`src/rtl/fp_unit_issuer.sv`:
```
// fp_unit_issuer: valid/ready front end for a fixed-latency FP unit driven by go/done triggers.
// Tags ride an in-order FIFO beside the unit; occupancy credits keep the response FIFO from overflowing.
module fp_unit_issuer #(
  parameter int LATENCY = 14,
  parameter int DEPTH   = 16,
  parameter int WIDTH   = 32,
  parameter int TAG_W   = 4
) (
  input  logic                         clock,
  input  logic                         reset,
  input  logic                         req_valid,
  output logic                         req_ready,
  input  logic [WIDTH-1:0]             req_a,
  input  logic [WIDTH-1:0]             req_b,
  input  logic [TAG_W-1:0]             req_tag,
  output logic                         fu_go,
  output logic [WIDTH-1:0]             fu_a,
  output logic [WIDTH-1:0]             fu_b,
  input  logic                         fu_done,
  input  logic [WIDTH-1:0]             fu_result,
  output logic                         resp_valid,
  input  logic                         resp_ready,
  output logic [WIDTH-1:0]             resp_result,
  output logic [TAG_W-1:0]             resp_tag,
  output logic [$clog2(DEPTH+1)-1:0]   occupancy,
  output logic                         err
);
  localparam int PTR_W = $clog2(DEPTH);
  localparam int CNT_W = $clog2(DEPTH + 1);
  localparam logic [CNT_W-1:0] CNT_FULL = CNT_W'(DEPTH);
  localparam logic [CNT_W-1:0] CNT_ONE  = CNT_W'(1);
  localparam logic [PTR_W-1:0] PTR_ONE  = PTR_W'(1);

  if (DEPTH < 2 || (DEPTH & (DEPTH - 1)) != 0 || LATENCY < 1) begin : g_bad_params
    $error("fp_unit_issuer: DEPTH must be a power of 2 >= 2 and LATENCY >= 1");
  end

  logic             rdy_en_q, rdy_en_d;
  logic             fu_go_q, fu_go_d;
  logic [WIDTH-1:0] fu_a_q, fu_a_d, fu_b_q, fu_b_d;
  logic [TAG_W-1:0] tag_mem_q [DEPTH];
  logic [TAG_W-1:0] tag_mem_d [DEPTH];
  logic [PTR_W-1:0] tag_wr_q, tag_wr_d, tag_rd_q, tag_rd_d;
  logic [CNT_W-1:0] tag_cnt_q, tag_cnt_d;
  logic [WIDTH-1:0] rsp_res_q [DEPTH];
  logic [WIDTH-1:0] rsp_res_d [DEPTH];
  logic [TAG_W-1:0] rsp_tag_q [DEPTH];
  logic [TAG_W-1:0] rsp_tag_d [DEPTH];
  logic [PTR_W-1:0] rsp_wr_q, rsp_wr_d, rsp_rd_q, rsp_rd_d;
  logic [CNT_W-1:0] rsp_cnt_q, rsp_cnt_d;
  logic [CNT_W-1:0] occ_q, occ_d;
  logic             err_q, err_d;
  logic             accept, capture, pop;

  // rdy_en_q keeps req_ready low for the first cycle out of reset
  assign req_ready  = rdy_en_q && (occ_q < CNT_FULL);
  assign resp_valid = (rsp_cnt_q != '0);
  assign accept     = req_valid && req_ready;
  assign capture    = fu_done && (tag_cnt_q != '0);
  assign pop        = resp_valid && resp_ready;

  always_comb begin
    rdy_en_d  = 1'b1;
    fu_go_d   = accept;
    fu_a_d    = accept ? req_a : fu_a_q;
    fu_b_d    = accept ? req_b : fu_b_q;
    tag_mem_d = tag_mem_q;
    tag_wr_d  = tag_wr_q;
    tag_rd_d  = tag_rd_q;
    tag_cnt_d = tag_cnt_q;
    rsp_res_d = rsp_res_q;
    rsp_tag_d = rsp_tag_q;
    rsp_wr_d  = rsp_wr_q;
    rsp_rd_d  = rsp_rd_q;
    rsp_cnt_d = rsp_cnt_q;
    occ_d     = occ_q;
    // a done with nothing outstanding is dropped and latched as an error
    err_d     = err_q || (fu_done && (tag_cnt_q == '0));

    if (accept) begin
      tag_mem_d[tag_wr_q] = req_tag;
      tag_wr_d            = tag_wr_q + PTR_ONE;
    end
    if (capture) begin
      tag_rd_d            = tag_rd_q + PTR_ONE;
      rsp_res_d[rsp_wr_q] = fu_result;
      rsp_tag_d[rsp_wr_q] = tag_mem_q[tag_rd_q];
      rsp_wr_d            = rsp_wr_q + PTR_ONE;
    end
    if (pop) begin
      rsp_rd_d = rsp_rd_q + PTR_ONE;
    end

    case ({accept, capture})
      2'b10:   tag_cnt_d = tag_cnt_q + CNT_ONE;
      2'b01:   tag_cnt_d = tag_cnt_q - CNT_ONE;
      default: tag_cnt_d = tag_cnt_q;
    endcase
    case ({capture, pop})
      2'b10:   rsp_cnt_d = rsp_cnt_q + CNT_ONE;
      2'b01:   rsp_cnt_d = rsp_cnt_q - CNT_ONE;
      default: rsp_cnt_d = rsp_cnt_q;
    endcase
    case ({accept, pop})
      2'b10:   occ_d = occ_q + CNT_ONE;
      2'b01:   occ_d = occ_q - CNT_ONE;
      default: occ_d = occ_q;
    endcase
  end

  always_ff @(posedge clock or posedge reset) begin
    if (reset) begin
      rdy_en_q  <= 1'b0;
      fu_go_q   <= 1'b0;
      fu_a_q    <= '0;
      fu_b_q    <= '0;
      tag_mem_q <= '{default: '0};
      tag_wr_q  <= '0;
      tag_rd_q  <= '0;
      tag_cnt_q <= '0;
      rsp_res_q <= '{default: '0};
      rsp_tag_q <= '{default: '0};
      rsp_wr_q  <= '0;
      rsp_rd_q  <= '0;
      rsp_cnt_q <= '0;
      occ_q     <= '0;
      err_q     <= 1'b0;
    end else begin
      rdy_en_q  <= rdy_en_d;
      fu_go_q   <= fu_go_d;
      fu_a_q    <= fu_a_d;
      fu_b_q    <= fu_b_d;
      tag_mem_q <= tag_mem_d;
      tag_wr_q  <= tag_wr_d;
      tag_rd_q  <= tag_rd_d;
      tag_cnt_q <= tag_cnt_d;
      rsp_res_q <= rsp_res_d;
      rsp_tag_q <= rsp_tag_d;
      rsp_wr_q  <= rsp_wr_d;
      rsp_rd_q  <= rsp_rd_d;
      rsp_cnt_q <= rsp_cnt_d;
      occ_q     <= occ_d;
      err_q     <= err_d;
    end
  end

  assign fu_go       = fu_go_q;
  assign fu_a        = fu_a_q;
  assign fu_b        = fu_b_q;
  assign resp_result = rsp_res_q[rsp_rd_q];
  assign resp_tag    = rsp_tag_q[rsp_rd_q];
  assign occupancy   = occ_q;
  assign err         = err_q;

endmodule
```
`config.mk`:
```
export PLATFORM = sky130hd
export DESIGN_NAME = fp_unit_issuer
export DESIGN_NICKNAME = d
export VERILOG_FILES = /design/src/rtl/fp_unit_issuer.sv
export SDC_FILE = /design/constraint.sdc
export NUM_CORES = 1
export LEC_CHECK = 0
export BUFFER_PORTS_ARGS = -buffer_cell sky130_fd_sc_hd__buf_4
export CORE_AREA = 8 8 307 309
export DETAILED_ROUTE_END_ITERATION = 8
export DIE_AREA = 0 0 315 317
export PLACE_DENSITY = 0.64
export SETUP_SLACK_MARGIN = 0.5
export SYNTH_ARGS = -nofsm -noshare
export SYNTH_HDL_FRONTEND = slang
export SYNTH_SLANG_ARGS = --single-unit
```
`constraint.sdc`:
```
create_clock -name clock -period 46.3 [get_ports clock]
set_input_delay 4.63 -clock clock [delete_from_list [all_inputs] [get_ports clock]]
set_output_delay 4.63 -clock clock [all_outputs]
set_load 0.02 [all_outputs]
```
==> impl_metrics.toml <==
[power]
p_per_area_nw_per_um2 = 75.6
p_leak_nw = 17.7
irDropWorstVdd_uv = 39.9

[timing]
fmax_ghz = 0.115
rsz0062_at_grt = "false"
slew_violations = 0
finClkSkew_ns = 0.0311
tightest_slew_ns = 1.21
fin_crit_sh = 0.188
hold_viol = 0
relSlewSlack = 0.190
setup_viol = 0
setup_tns_ns = 0
whs_ns = 0.474
min_period_ns = 8.72

[drt]
wirelength_um = 81200
antenna_left = 0
num_vias = 19200
drc = 0
dr.pass1.iters = 5
routedWlPerCell_um = 22.6
viasPerCell = 5.34
drtIter0Drc = 1382

[final_layout]
layout.nets = 2490
fin_cells = 3597
fin_util = 0.432
final_cell_mix = "734 x dfrtp_1, 590 x mux2_2, 283 x nand2_1"
mostFrequentLayoutCell = "dfrtp_1"
multi_input_area_um2 = 14000
fillers = 7821
drive_above_1_share = 0.439
seqCellArea_um2 = 18500
syn2layout_area_growth_pct = 14.6

[floorplanning]
coreArea_um2 = 89300
die_w_um = 315
die_area_um2 = 99900
io_pins = 214
rows = 110
die_h_um = 317
initial_utilization = 0.377

[clock_tree]
htree_levels = 3
clockBufferDepth = 3
clock_sinks = 738
clk-insertion-delay-late_ns = 0.64
cts_resized = 0
cts-root-buf = "clkbuf_16"
tritoncts = "built"
cts_buffers = 80
ctsHoldBuffers = 0
cts_setup_buffers = 0
clkTransAtPathRegs_ns = 0.06

[yosys]
synthArstFlopShare = 1.00
synth_seq_cells = 738
avgSynthCellArea_um2 = 15.2
syn-instance-count = 2210
ys.flop_type = "dfrtp_1"
ys_types = 48
synth-seq-area-share = 0.548
syn-cell-area_um2 = 33700
yosysWarnings = 0
synth_edf_count = 0
synth_nets = 2339

[global_route]
gr-usage-all-layers = 0.163
grt_pass1_wl_um = 126000
grt_max_degree = 196
antenna_found_initial = 3
overflow = 0
grt_pass1_vias = 20900

[worst_setup_path]
cp_slowest_cell = "buf_4"
cp-end-kind = "output port"
endpoint = "resp_result[21]"
cp_top_family = "buffers and inverters"
crit_path_max_incr_delay_ns = 0.96
crit_fanout = 80
worstSetupPathType = "flop to output port"
rr_endpoint = "occupancy[4]"
r2r-start = "rdy_en_q"
cp.depth = 5
rr_worst_depth = 11
cp_common_cell = "buf_4"
critPathRequiredTime_ns = 41.67
crit_chain = "buf_4 > buf_4 > mux4_2 > mux4_2 > buf_4"
startpoint = "rsp_rd_q[1]"
rrSetupSlack_ns = 43.18
path_buf_inv = 3
critPathLaunchType = "flop"
worst_ep_arrival_time_ns = 4.09

[placement]
gp_congestion = 0.759
port_buffers = 213
dp.cells = 3455
post-dp-hpwl_um = 46400

[job]
drv_cap = 0

[hold_path]
hold_class = "flop to flop"

[outcome]
status = "finished clean"
[registers in the layout, indices dropped and copies added, names as in the netlist]
signal,cells
err,1
fu_a,32
fu_b,32
fu_go,1
occupancy,5
rdy_en_q,1
rsp_cnt_q,5
rsp_rd_q,4
rsp_res_q,512
rsp_tag_q,64
rsp_wr_q,4
tag_cnt_q,5
tag_mem_q,64
tag_rd_q,4
tag_wr_q,4
[layout make-up]
class / instances / share of cell area
Sequential cell: 738 / 0.479
Clock buffer: 110 / 0.0592
Clock inverter: 30 / 0.0129
Timing Repair Buffer: 242 / 0.0474
Inverter: 14 / 0.00156
Antenna cell: 2 / 0.000130
Tap cell: 1176 / 0.0381
Multi-Input combinational cell: 1285 / 0.362
[layer usage]
| layer | part of all wire | track usage |
|---|---|---|
| met4 | 0.024 | 0.0513 |
| met1 | 0.42 | 0.208 |
| met5 | 0.00016 | 0 |
| met3 | 0.051 | 0.0297 |
| met2 | 0.50 | 0.280 |
[worst min path at each step]
stage / start / to / slack [ns] / cells past startpoint
global placement: rsp_tag_q[39] / rsp_tag_q[39] / 0.46 / 2
floorplan: rsp_tag_q[11] / rsp_tag_q[11] / 0.44 / 2
global route: fu_b[20] / fu_b[20] / 0.49 / 2
finish: rsp_cnt_q[4] / rsp_cnt_q[4] / 0.47 / 1
CTS: rsp_cnt_q[4] / rsp_cnt_q[4] / 0.47 / 1
detailed placement: rsp_cnt_q[4] / rsp_cnt_q[4] / 0.46 / 1
[cell families (layout without fill, tap and decap cells)]
group | count (synthesis) | count (layout) | share of synthesized area
multiplexers | 784 | 784 | 0.337
flip-flops | 738 | 738 | 0.548
AND/OR/NAND/NOR | 345 | 345 | 0.0413
buffers and inverters | 187 | 396 | 0.0385
AO/OA/AOI/OAI | 104 | 104 | 0.0181
XOR/XNOR | 27 | 27 | 0.00702
adder cells (fa/ha/maj) | 24 | 24 | 0.00936
other | 1 | 3 | 0.000111
[where the power goes]
part           internal, mW  switching, mW  total (mW)
Combinational         0.615          0.483        1.10
Clock                 0.398          0.267       0.665
Sequential            0.949          0.206        1.16
Total                  1.96          0.957        2.92
[cells in the mapped netlist (all sizes together), types with 2 or more instances]
cell type  count  area [um^2]
a21o           3         22.5
a21oi          7         46.3
a31oi          4         25.0
and2           2         12.5
buf          105          818
clkbuf        68          425
dfrtp        738        18500
fa             2         40.0
ha            22          275
inv           14         52.6
mux2         590         6640
mux2i          6         60.1
mux4         188         4670
nand2        287         1080
nand2b         3         18.8
nand3         13         65.1
nand4         10         62.6
nor2          21         78.8
nor2b          4         25.0
o21a           3         26.3
o21ai         73          365
o221ai         7         61.3
xnor2         18          158
xor2           9         78.8
[metrics by stage]
stage | power (mW) | setup WS, ns | area (um^2)
3_5_place_dp | 2.28 | 37.68 | 35800
3_3_place_gp | 2.22 | 37.91 | 35800
2_1_floorplan | 1.94 | 20.96 | 33700
6_report | 2.92 | 37.58 | 38600
4_1_cts | 2.96 | 37.49 | 38600
5_1_grt | 3.09 | 37.42 | 38600
No activity file was read; power rests on OpenSTA's default activity.
